$ cat config.mk
export PLATFORM = sky130hd
export DESIGN_NAME = interp_stream_bridge
export DESIGN_NICKNAME = d
export VERILOG_FILES = /design/src/rtl/interp_stream_pkg.sv /design/src/rtl/sync_fifo.sv /design/src/rtl/interp_stream_bridge.sv
export SDC_FILE = /design/constraint.sdc
export NUM_CORES = 1
export LEC_CHECK = 0
export ABC_AREA = 0
export ABC_CLOCK_PERIOD_IN_PS = 2700
export CAP_MARGIN = 10
export CORE_ASPECT_RATIO = 1.1
export CORE_MARGIN = 2
export CORE_UTILIZATION = 35
export DETAILED_ROUTE_END_ITERATION = 10
export HOLD_SLACK_MARGIN = 0.1
export PLACE_DENSITY_LB_ADDON = 0.1
export SLEW_MARGIN = 5
export SYNTH_ARGS = -nofsm -noshare
export SYNTH_HDL_FRONTEND = slang
export SYNTH_HIERARCHICAL = 1
export SYNTH_SLANG_ARGS = --single-unit
export TNS_END_PERCENT = 1
$ cat constraint.sdc
create_clock -name clk -period 2.7 [get_ports clk]
set_input_delay 0.27 -clock clk [delete_from_list [all_inputs] [get_ports clk]]
set_output_delay 0.27 -clock clk [all_outputs]
set_load 0.01 [all_outputs]
$ cat src/rtl/interp_stream_pkg.sv
// rtl/interp_stream_pkg.sv - shared types and helpers for the interpreter stream bridge
package interp_stream_pkg;

    typedef enum logic [2:0] {
        IDLE,
        LOAD,
        LOW,
        HIGH,
        ACK_WAIT
    } ser_state_t;

    localparam int ACK_NONE = 0;
    localparam int ACK_WORD = 1;

    // Minimum of one bit so single-entry counters still elaborate.
    function automatic int ptr_width(input int depth);
        return (depth > 1) ? $clog2(depth) : 1;
    endfunction

endpackage

$ cat src/rtl/sync_fifo.sv
// rtl/sync_fifo.sv - single-clock FIFO with push/pop/full/empty/count
module sync_fifo
    import interp_stream_pkg::*;
#(
    parameter int WIDTH = 32,
    parameter int DEPTH = 4,
    localparam int PW = ptr_width(DEPTH)
) (
    input  logic             clk,
    input  logic             rst_n,
    input  logic             push,
    input  logic [WIDTH-1:0] push_data,
    input  logic             pop,
    output logic [WIDTH-1:0] pop_data,
    output logic             full,
    output logic             empty,
    output logic [PW:0]      count
);

    logic [WIDTH-1:0] mem [DEPTH];
    logic [PW-1:0]    wr_ptr;
    logic [PW-1:0]    rd_ptr;
    logic             do_push;
    logic             do_pop;

    // A pop in the same cycle frees a slot, so a push on a full FIFO still lands.
    assign do_push  = push && (!full || pop);
    assign do_pop   = pop && !empty;
    assign full     = (count == (PW+1)'(DEPTH));
    assign empty    = (count == '0);
    assign pop_data = mem[rd_ptr];

    always_ff @(posedge clk or negedge rst_n) begin
        if (!rst_n) begin
            wr_ptr <= '0;
            rd_ptr <= '0;
            count  <= '0;
        end else begin
            if (do_push) wr_ptr <= wr_ptr + 1'b1;
            if (do_pop)  rd_ptr <= rd_ptr + 1'b1;
            case ({do_push, do_pop})
                2'b10:   count <= count + 1'b1;
                2'b01:   count <= count - 1'b1;
                default: count <= count;
            endcase
        end
    end

    always_ff @(posedge clk) begin
        if (do_push) mem[wr_ptr] <= push_data;
    end

endmodule

$ cat src/rtl/interp_stream_bridge.sv
// rtl/interp_stream_bridge.sv - captures COM-qualified read data and serialises it behind a strobe clock
module interp_stream_bridge
    import interp_stream_pkg::*;
#(
    parameter int DATA_W   = 32,
    parameter int OUT_W    = 8,
    parameter int DEPTH    = 4,
    parameter int CLK_DIV  = 2,
    parameter int ACK_MODE = ACK_NONE
) (
    input  logic              clk,
    input  logic              reset,
    input  logic              cap_en,
    input  logic              com,
    input  logic [DATA_W-1:0] data_in,
    input  logic              host_ack,
    output logic              clk_out,
    output logic [OUT_W-1:0]  data_out,
    output logic              busy,
    output logic              fifo_full,
    output logic              fifo_empty,
    output logic              overflow
);

    localparam int N_CHUNK = DATA_W / OUT_W;
    localparam int CW      = ptr_width(N_CHUNK);
    localparam int DW      = ptr_width(CLK_DIV);
    localparam int PW      = ptr_width(DEPTH);

    ser_state_t        state;
    logic [DATA_W-1:0] shift_reg;
    logic [DATA_W-1:0] shift_next;
    logic [DATA_W-1:0] head;
    logic [CW-1:0]     chunk_idx;
    logic [DW-1:0]     div_cnt;
    logic [PW:0]       fifo_count;
    logic              fifo_full_int;
    logic              push_req;
    logic              pop;
    logic              div_done;
    logic              last_chunk;

    assign push_req   = com && cap_en;
    assign pop        = (state == LOAD);
    assign busy       = (state != IDLE);
    assign fifo_full  = (fifo_count == (PW+1)'(DEPTH));
    assign shift_next = shift_reg >> OUT_W;
    assign div_done   = (div_cnt == DW'(CLK_DIV - 1));
    assign last_chunk = (chunk_idx == CW'(N_CHUNK - 1));

    sync_fifo #(
        .WIDTH (DATA_W),
        .DEPTH (DEPTH)
    ) u_fifo (
        .clk       (clk),
        .rst_n     (reset),
        .push      (push_req),
        .push_data (data_in),
        .pop       (pop),
        .pop_data  (head),
        .full      (fifo_full_int),
        .empty     (fifo_empty),
        .count     (fifo_count)
    );

    // clk_out and data_out change only on state transitions, so the host never sees a glitch.
    always_ff @(posedge clk or negedge reset) begin
        if (!reset) begin
            state     <= IDLE;
            shift_reg <= '0;
            chunk_idx <= '0;
            div_cnt   <= '0;
            clk_out   <= 1'b0;
            data_out  <= '0;
            overflow  <= 1'b0;
        end else begin
            if (push_req && fifo_full_int && !pop) overflow <= 1'b1;
            case (state)
                IDLE: begin
                    if (!fifo_empty) state <= LOAD;
                end
                LOAD: begin
                    shift_reg <= head;
                    data_out  <= head[OUT_W-1:0];
                    chunk_idx <= '0;
                    div_cnt   <= '0;
                    clk_out   <= 1'b0;
                    state     <= LOW;
                end
                LOW: begin
                    if (div_done) begin
                        div_cnt <= '0;
                        clk_out <= 1'b1;
                        state   <= HIGH;
                    end else begin
                        div_cnt <= div_cnt + 1'b1;
                    end
                end
                HIGH: begin
                    if (div_done) begin
                        div_cnt <= '0;
                        clk_out <= 1'b0;
                        if (!last_chunk) begin
                            shift_reg <= shift_next;
                            data_out  <= shift_next[OUT_W-1:0];
                            chunk_idx <= chunk_idx + 1'b1;
                            state     <= LOW;
                        end else if (ACK_MODE == ACK_WORD) begin
                            state <= ACK_WAIT;
                        end else begin
                            state <= fifo_empty ? IDLE : LOAD;
                        end
                    end else begin
                        div_cnt <= div_cnt + 1'b1;
                    end
                end
                ACK_WAIT: begin
                    if (host_ack) state <= fifo_empty ? IDLE : LOAD;
                end
                default: state <= IDLE;
            endcase
        end
    end

endmodule

=== After elaboration in Yosys (flattened, before gate mapping) ===
Memory sizes are Yosys's and may differ from the RTL's.
Cells that the tools add are included.

* Register bits after elaboration: 55
* Memory bits (writable): 128
* Output and inout port bits: 13
* Memories kept: 1

* Add/subtract/negate cells: 6
* Equal/unequal tests: 13
* Multiplexer cells: 24
* Reduce and logical (&&, ||, !) cells: 20

{| class="wikitable"
|+ Memories
! memory !! words !! bits a word !! rd ports !! clocked after Yosys merged registers in !! wr ports !! line !! source
|-
| u_fifo.mem || 4 || 32 || 1 || 0 || 1 || sync_fifo.sv:20 || <nowiki>logic [WIDTH-1:0] mem [DEPTH];</nowiki>
|}

{| class="wikitable"
|+ Operators by type and width
! cell !! count
|-
| $mux W32 || 2
|-
| $pmux W32 S2 || 1
|-
| $mux W8 || 2
|-
| $pmux W8 S2 || 1
|-
| $pmux W3 S5 || 1
|-
| $mux W3 || 4
|-
| $ne A2 B2 Y1 const B || 5
|-
| $add A2 B1 Y2 const B || 3
|-
| $eq A3 B2 Y1 const B || 2
|-
| $eq A3 B3 Y1 const B || 2
|-
| $logic_not A3 Y1 || 2
|-
| $mux W1 || 6
|-
| $mux W2 || 3
|-
| $pmux W3 S2 || 1
|-
| $reduce_and A3 Y1 || 2
|-
| $reduce_bool A2 Y1 || 3
|-
| $reduce_bool A3 Y1 || 2
|-
| $logic_and A1 B1 Y1 || 5
|-
| $eq A2 B2 Y1 const B || 2
|-
| $pmux W2 S2 || 1
|-
| $reduce_and A4 Y1 || 1
|-
| $add A3 B1 Y3 const B || 1
|-
| $eq A3 B1 Y1 const B || 1
|-
| $logic_not A1 Y1 || 3
|-
| 7 further kinds || 7
|}

=== Longest topological paths before layout ===
Gate-level depths: netlist of run 1.

* Word-level depth: 6
* Depth in mapped cells: 10
* Depth with buffers taken out: 9

=== By module ===
Netlist of run 1, hierarchy kept.

{| class="wikitable"
|+ Modules (own cells, without submodules)
! module !! instances !! cells an instance !! area each (µm²)
|-
| sync_fifo || 1 || 206 || 5044.8
|-
| interp_stream_bridge || 1 || 141 || 2048.2
|}

=== Least setup slack after synthesis of run 1 ===
OpenSTA, ideal clock, no wires.

* Path kind: reg-to-reg
* Start: register u_fifo.count[0]
* End: register u_fifo.count[2]
* Arrival time: 2.050 ns
* Required time: 2.621 ns
* Slack: 0.571 ns
* Stages on the path, launching flop included: 10
* Buffers on the path: 0
* Cells stage by stage: dfrtp_1 -> or3b_1 -> o21a_4 -> inv_1 -> ha_1 -> inv_1 -> fa_1 -> xor2_1 -> nor2_1 -> xor2_1

* Longest elaborated chain between the ends: 6
* Elaborated cells on any way between the ends: 13

{| class="wikitable"
|+ RTL lines
! what !! line !! source
|-
| start: declaration || sync_fifo.sv:17 || <nowiki>output logic [PW:0] count</nowiki>
|-
| start signal: assignment || sync_fifo.sv:42 || <nowiki>2'b10: count <= count + 1'b1;</nowiki>
|-
| start signal: assignment || sync_fifo.sv:43 || <nowiki>2'b01: count <= count - 1'b1;</nowiki>
|-
| start signal: assignment || sync_fifo.sv:44 || <nowiki>default: count <= count;</nowiki>
|-
| $eq A3 B3 Y1 || sync_fifo.sv:29 || <nowiki>assign full = (count == (PW+1)'(DEPTH));</nowiki>
|-
| $logic_not A1 Y1 || sync_fifo.sv:27 || <nowiki>assign do_push = push && (!full || pop);</nowiki>
|-
| $logic_or A1 B1 Y1 || sync_fifo.sv:27 ||
|-
| $logic_and A1 B1 Y1 || sync_fifo.sv:27 ||
|-
| $eq A2 B1 Y1 or $eq A2 B2 Y1 (tied branches) || sync_fifo.sv:41 || <nowiki>case ({do_push, do_pop})</nowiki>
|-
| $pmux W3 S2 or $reduce_bool A2 Y1 (tied branches) || -- ||
|}

Parallel ways exist; a longest one is shown, timed or not.
A chain may end at the register's enable or synchronous reset.

=== Final worst setup path of run 1 ===
Ends and elaborated chain as after synthesis.

==> results_dict.tcl, run 1 <==
set metrics [dict create \
    ys_ff_latch 174 \
    required_ps 3040 \
    dr.first_iter.drc_count 163 \
    worstPathMaxFanout 7 \
    cts_tree "built" \
    worst_setup_path_start_kind "register" \
    async_flop_share_pct 26.44 \
    drt_first_pass_iters 4 \
    ir_worst_vdd_uv 519.8 \
    synth_top_area_share_pct 54.19 \
    crit_type "reg2reg" \
    worst_pin_slew_ps 706.2 \
    ys_seq_area_share_pct 70.42 \
    htreeDepth 4 \
    grt_max_degree 35 \
    antenna_found_initial 0 \
    ys.flop_type "edfxtp_1" \
    hold_viol_final 0 \
    syn2layout_area_growth_pct 20.07 \
    diodes 0 \
    crit_path_end_kind "register" \
    dp_hpwl_um 7653 \
    grt-ovfl-total 0 \
    worstPathArrival_ps 2620 \
    path_clk_slew_ps 60 \
    clk_latency_ps 420 \
    worstHoldPathType "in2async" \
    start_util_pct 35.71 \
    cap_violations 0 \
    synth_edf_count 128 \
    gr-usage-all-layers_pct 13.33 \
    synth.area.top_cells "edfxtp_1 54%, dfrtp_1 16%, mux4_2 10%" \
    cts_buffers 17 \
    yosys.area.top_type "edfxtp_1" \
    fin_worst_skew_ps 7.460 \
    yosysWarnings 6 \
    status "finished clean" \
    grt_setup_unrepaired "false" \
    place.port_buffers 48 \
    syn_area_um2 7093 \
    rows 54 \
    core_area_um2 19860 \
    final_max_slew_viol_count 0 \
    period_share_pct 84.41 \
    synth.net_count 391 \
    r2r_slack_ps 420 \
    r2r-end "u_fifo/count[2]" \
    viasPerCell 4.901 \
    drt-total-wl_um 13240 \
    setup_tns_ps 0 \
    die-height_um 153.3 \
    cts_num_sinks 174 \
    largest_reg_flops 128 \
    ios 50 \
    nNetsFinal 445 \
    min_period_ps 2279 \
    ff2ff_path_depth 9 \
    clock_path_buffers 2 \
    avgSynthCellArea_um2 20.44 \
    cts_root_buf "clkbuf_16" \
    max-slew-margin-rel_pct 52.61 \
    drive_gt1_share_pct 32.61 \
    power_leakage_uw 0.003085 \
    via_count 3264 \
    synth_most_common_cell "edfxtp_1" \
    placed_cell_area_um2 7876 \
    yosysUniqueCellTypes 40 \
    postSynthCellCount 347 \
    drcViolationCount 0 \
    synth_common_cells "128 x edfxtp_1, 46 x dfrtp_1, 37 x mux2_4" \
    ant_nets 0 \
    postCtsSetupRepairBufs 0 \
    final-setup-viol-count 0 \
    routabilityCongestion 0.6372 \
    wl_per_cell_um 19.89 \
    die_area_um2 21420 \
    power_density_nw_per_um2 1104 \
    crit-reg2reg-launch "u_fifo/count[0]" \
    final_area_um2 8517 \
    die_x_um 139.7 \
    first_global_vias 3580 \
    grt_pass1_wl_um 21090 \
    fmax_ghz 0.4388 \
]
-- stage by stage --
stage / hold slack, ps / instances / utilization (%) / worst slack (ps) / power [uW]
floorplan: -25.59 / 347 / - / 570.6 / 6127
global placement: 348.2 / 633 / 39.65 / 464.8 / 6891
detailed placement: 366.4 / 633 / 39.65 / 424.8 / 6940
CTS: 452.5 / 666 / 42.88 / 395.4 / 9585
global route: 468.8 / 666 / 42.88 / 286.0 / 9918
finish: 423.5 / 666 / 42.88 / 421.0 / 9404
-- kinds of logic after synthesis --
| group | synth area share (%) |
|---|---|
| multiplexers | 20.20 |
| adder cells (fa/ha/maj) | 1.341 |
| buffers and inverters | 2.999 |
| flip-flops | 70.42 |
| AO/OA/AOI/OAI | 2.381 |
| AND/OR/NAND/NOR | 1.923 |
| XOR/XNOR | 0.7410 |
-- layer usage --
metal / routed length, um / global-route usage (%) / vias up
met2: 6958 / 22.46 / 44
met1: 5778 / 16.91 / 1751
met5: 0 / 0 / -
met3: 375 / 3.571 / 10
met4: 131 / 4.000 / 0
li1: - / - / 1459
-- power by group --
part / switching (uW) / internal, uW / leakage (uW) / total [uW]
Sequential: 272 / 3440 / 0.00172 / 3710
Combinational: 1300 / 1770 / 0.00105 / 3070
Clock: 1050 / 1570 / 0.000310 / 2620
-- critical path, cell delays in order, from the launching register on --
cell and delay (ps):
dfrtp_1 440, or3b_1 440, o21a_4 240, inv_1 60, ha_1 170, inv_1 60
fa_1 370, xor2_1 150, nor2_1 110, xor2_1 160
-- placed cells by master (no fill, tap or decap), types with 3 or more instances in the layout --
master / count
buf_12: 7
buf_4: 3
ha_1: 6
edfxtp_1: 128
and2_2: 4
xnor2_1: 3
mux2_4: 37
dfrtp_1: 45
inv_6: 6
mux2_2: 13
clkbuf_16: 17
nand2_1: 4
clkdlybuf4s50_1: 47
bufinv_16: 4
xor2_1: 3
a32o_1: 8
inv_1: 10
mux4_2: 32
-- cell type report --
class | count | area (um^2)
clock buffers | 17 | 425.4
clock inverters | 15 | 205.2
fillers | 1778 | 11350
inverters | 11 | 41.29
multi-input cells | 138 | 1886
flip-flops and latches | 174 | 4996
well taps | 252 | 315.3
repair buffers | 59 | 648.1
-- worst max-delay path by stage --
stage                     depth (start not counted)             from  slack, ps              end
after global placement                            9  u_fifo/count[0]        460  u_fifo/count[2]
after global routing                              9  u_fifo/count[0]        290  u_fifo/count[2]
after CTS                                         9  u_fifo/count[0]        400  u_fifo/count[2]
after detailed placement                          9  u_fifo/count[0]        420  u_fifo/count[2]
after floorplan                                   9  u_fifo/count[0]        570  u_fifo/count[2]
final                                             9  u_fifo/count[0]        420  u_fifo/count[2]
-- timing repair --
action / CTS / global route
gates resized for setup: 0 / 0
hold buffers: 1 / 0
endpoints found under the hold margin: 24 / 0
Note: power is estimated with default switching activity, not from simulation.
==> run 2, diff against run 1 <==
--- a/config.mk
+++ b/config.mk
@@ -6,7 +6,7 @@
 export NUM_CORES = 1
 export LEC_CHECK = 0
 export ABC_AREA = 0
-export ABC_CLOCK_PERIOD_IN_PS = 2700
+export ABC_CLOCK_PERIOD_IN_PS = 2190
 export CAP_MARGIN = 10
 export CORE_ASPECT_RATIO = 1.1
 export CORE_MARGIN = 2
==> constraint.sdc (replaced) <==
create_clock -name clk -period 2.19 [get_ports clk]
set_input_delay 0.219 -clock clk [delete_from_list [all_inputs] [get_ports clk]]
set_output_delay 0.219 -clock clk [all_outputs]
set_load 0.01 [all_outputs]
==> run 2 against run 1 <==
Net effect: sequential share of layout area is 0.51 points lower; flip-flop and latch count did not move; critical path type unchanged; register-to-register slack lost 350 ps; critical endpoint unchanged; largest power group unchanged; core utilization up 0.38 points; sequential power up 22%.
==> results_dict.tcl, run 2 (same netlist as run 1, synthesis figures left out) <==
set metrics [dict create \
    start_util_pct 35.71 \
    power_leakage_uw 0.003113 \
    status "finished clean" \
    period_share_pct 96.98 \
    worst_pin_slew_ps 689.8 \
    diodes 0 \
    grt_setup_unrepaired "true" \
    via_count 3285 \
    die_area_um2 21420 \
    rows 54 \
    cap_violations 0 \
    grt_max_degree 34 \
    ant_nets 0 \
    crit_path_end_kind "register" \
    fin_worst_skew_ps 8.698 \
    place.port_buffers 48 \
    final_area_um2 8592 \
    cts_num_sinks 174 \
    grt-ovfl-total 0 \
    power_density_nw_per_um2 1339 \
    final_cell_mix "128 x edfxtp_1, 47 x clkdlybuf4s50_1, 45 x dfrtp_1, 37 x mux2_4, 32 x mux4_2" \
    crit_type "reg2reg" \
    syn2layout_area_growth_pct 21.13 \
    required_ps 2530 \
    worstPathMaxFanout 2 \
    fmax_ghz 0.4708 \
    ios 50 \
    final_common_cell "edfxtp_1" \
    die-height_um 153.3 \
    first_global_vias 3494 \
    seq_area_um2 4996 \
    path_buf_inv 2 \
    final-setup-viol-count 0 \
    antenna_found_initial 0 \
    pre_cts_ws_ps 36.46 \
    drive_gt1_share_pct 34.91 \
    path_cells "or3b_4, o21a_4, inv_1, ha_2, inv_1, fa_1, xor2_1, nor2_1, xor2_1" \
    whs_ps 316.1 \
    dp_hpwl_um 8001 \
    worstHoldPathType "in2async" \
    routabilityCongestion 0.6670 \
    core_area_um2 19860 \
    worst_setup_path_start_kind "register" \
    grt_pass1_wl_um 20270 \
    cts_buffers 17 \
    fill_cells 1770 \
    final_max_slew_viol_count 0 \
    drcViolationCount 0 \
    max-slew-margin-rel_pct 53.70 \
    slowest_stage "or3b_4" \
    slowest_delay_ps 400 \
    crit_family "adder cells" \
    clk_latency_ps 410 \
    largest_reg_flops 128 \
    multi_input_area_um2 1896 \
    die_x_um 139.7 \
    ir_worst_vdd_uv 707.5 \
    htreeDepth 4 \
    nNetsFinal 455 \
    cts_tree "built" \
    timing.final.ws_setup_ps 66.06 \
    worstPathArrival_ps 2460 \
    cts_root_buf "clkbuf_16" \
    postCtsSetupRepairBufs 0 \
    viasPerCell 4.859 \
    hold_viol_final 0 \
    dr.first_iter.drc_count 126 \
    clock_path_buffers 2 \
    drt_first_pass_iters 4 \
    path_clk_slew_ps 60 \
    gr-usage-all-layers_pct 12.74 \
    min_period_ps 2124 \
    wl_per_cell_um 19.14 \
    drt-total-wl_um 12940 \
    placed_cell_area_um2 7976 \
]
[run 2: changes by cell type in the layout (fill, tap and decap cells not counted), sizes merged]
cell	before	now
buf	11	21
bufinv	4	3
clkbuf	17	19
clkinv	4	5
clkinvlp	0	3
inv	18	13
[run 2: worst paths after layout]
check / end / slack [ps] / cells after the start / startpoint
max reg2reg: u_fifo/count[2] / 70 / 9 / u_fifo/count[0]
max in group asynchronous: shift_reg[13] / 1260 / 3 / reset
min: u_fifo/count[0] / 320 / 2 / reset
max: u_fifo/count[2] / 70 / 9 / u_fifo/count[0]
min in group clk: u_fifo/mem[3][9] / 430 / 1 / data_in[9]
min reg2reg: overflow / 480 / 1 / overflow
[run 2: metrics by stage]
step | total power, uW | cells | TNS, ps | util, %
2_1_floorplan | 7554 | 347 | 0 | -
3_3_place_gp | 8631 | 643 | 0 | 40.16
3_5_place_dp | 8659 | 643 | 0 | 40.16
4_1_cts | 11720 | 676 | 0 | 43.20
5_1_grt | 12140 | 676 | -34.66 | 43.25
6_report | 11510 | 676 | 0 | 43.25
[run 2: repair_timing]
item	in CTS	in global routing
endpoints found under the hold margin	20	0
hold buffers	1	0
setup endpoints to repair	0	2
gates resized for setup	0	3
[run 2: report_power, final]
part / switching [uW] / total, uW / internal, uW
clock: 1220 / 3020 / 1800
sequential: 298 / 4540 / 4250
combinational: 1650 / 3940 / 2290
[run 2: metal layers]
metal  vias up  wire length (um)  GRT usage, %
li1       1477                 -             -
met1      1753              5578         16.12
met2        47              6790         21.46
met3         8               438         3.415
met4         0               129         4.000
met5         -                 0             0
[run 2: final cells by class]
type	instances	area share, %
multi-input cells	138	22.06
repair buffers	69	8.708
inverters	11	0.4806
clock buffers	19	5.039
clock inverters	13	1.893
well taps	252	3.670
flip-flops and latches	174	58.15
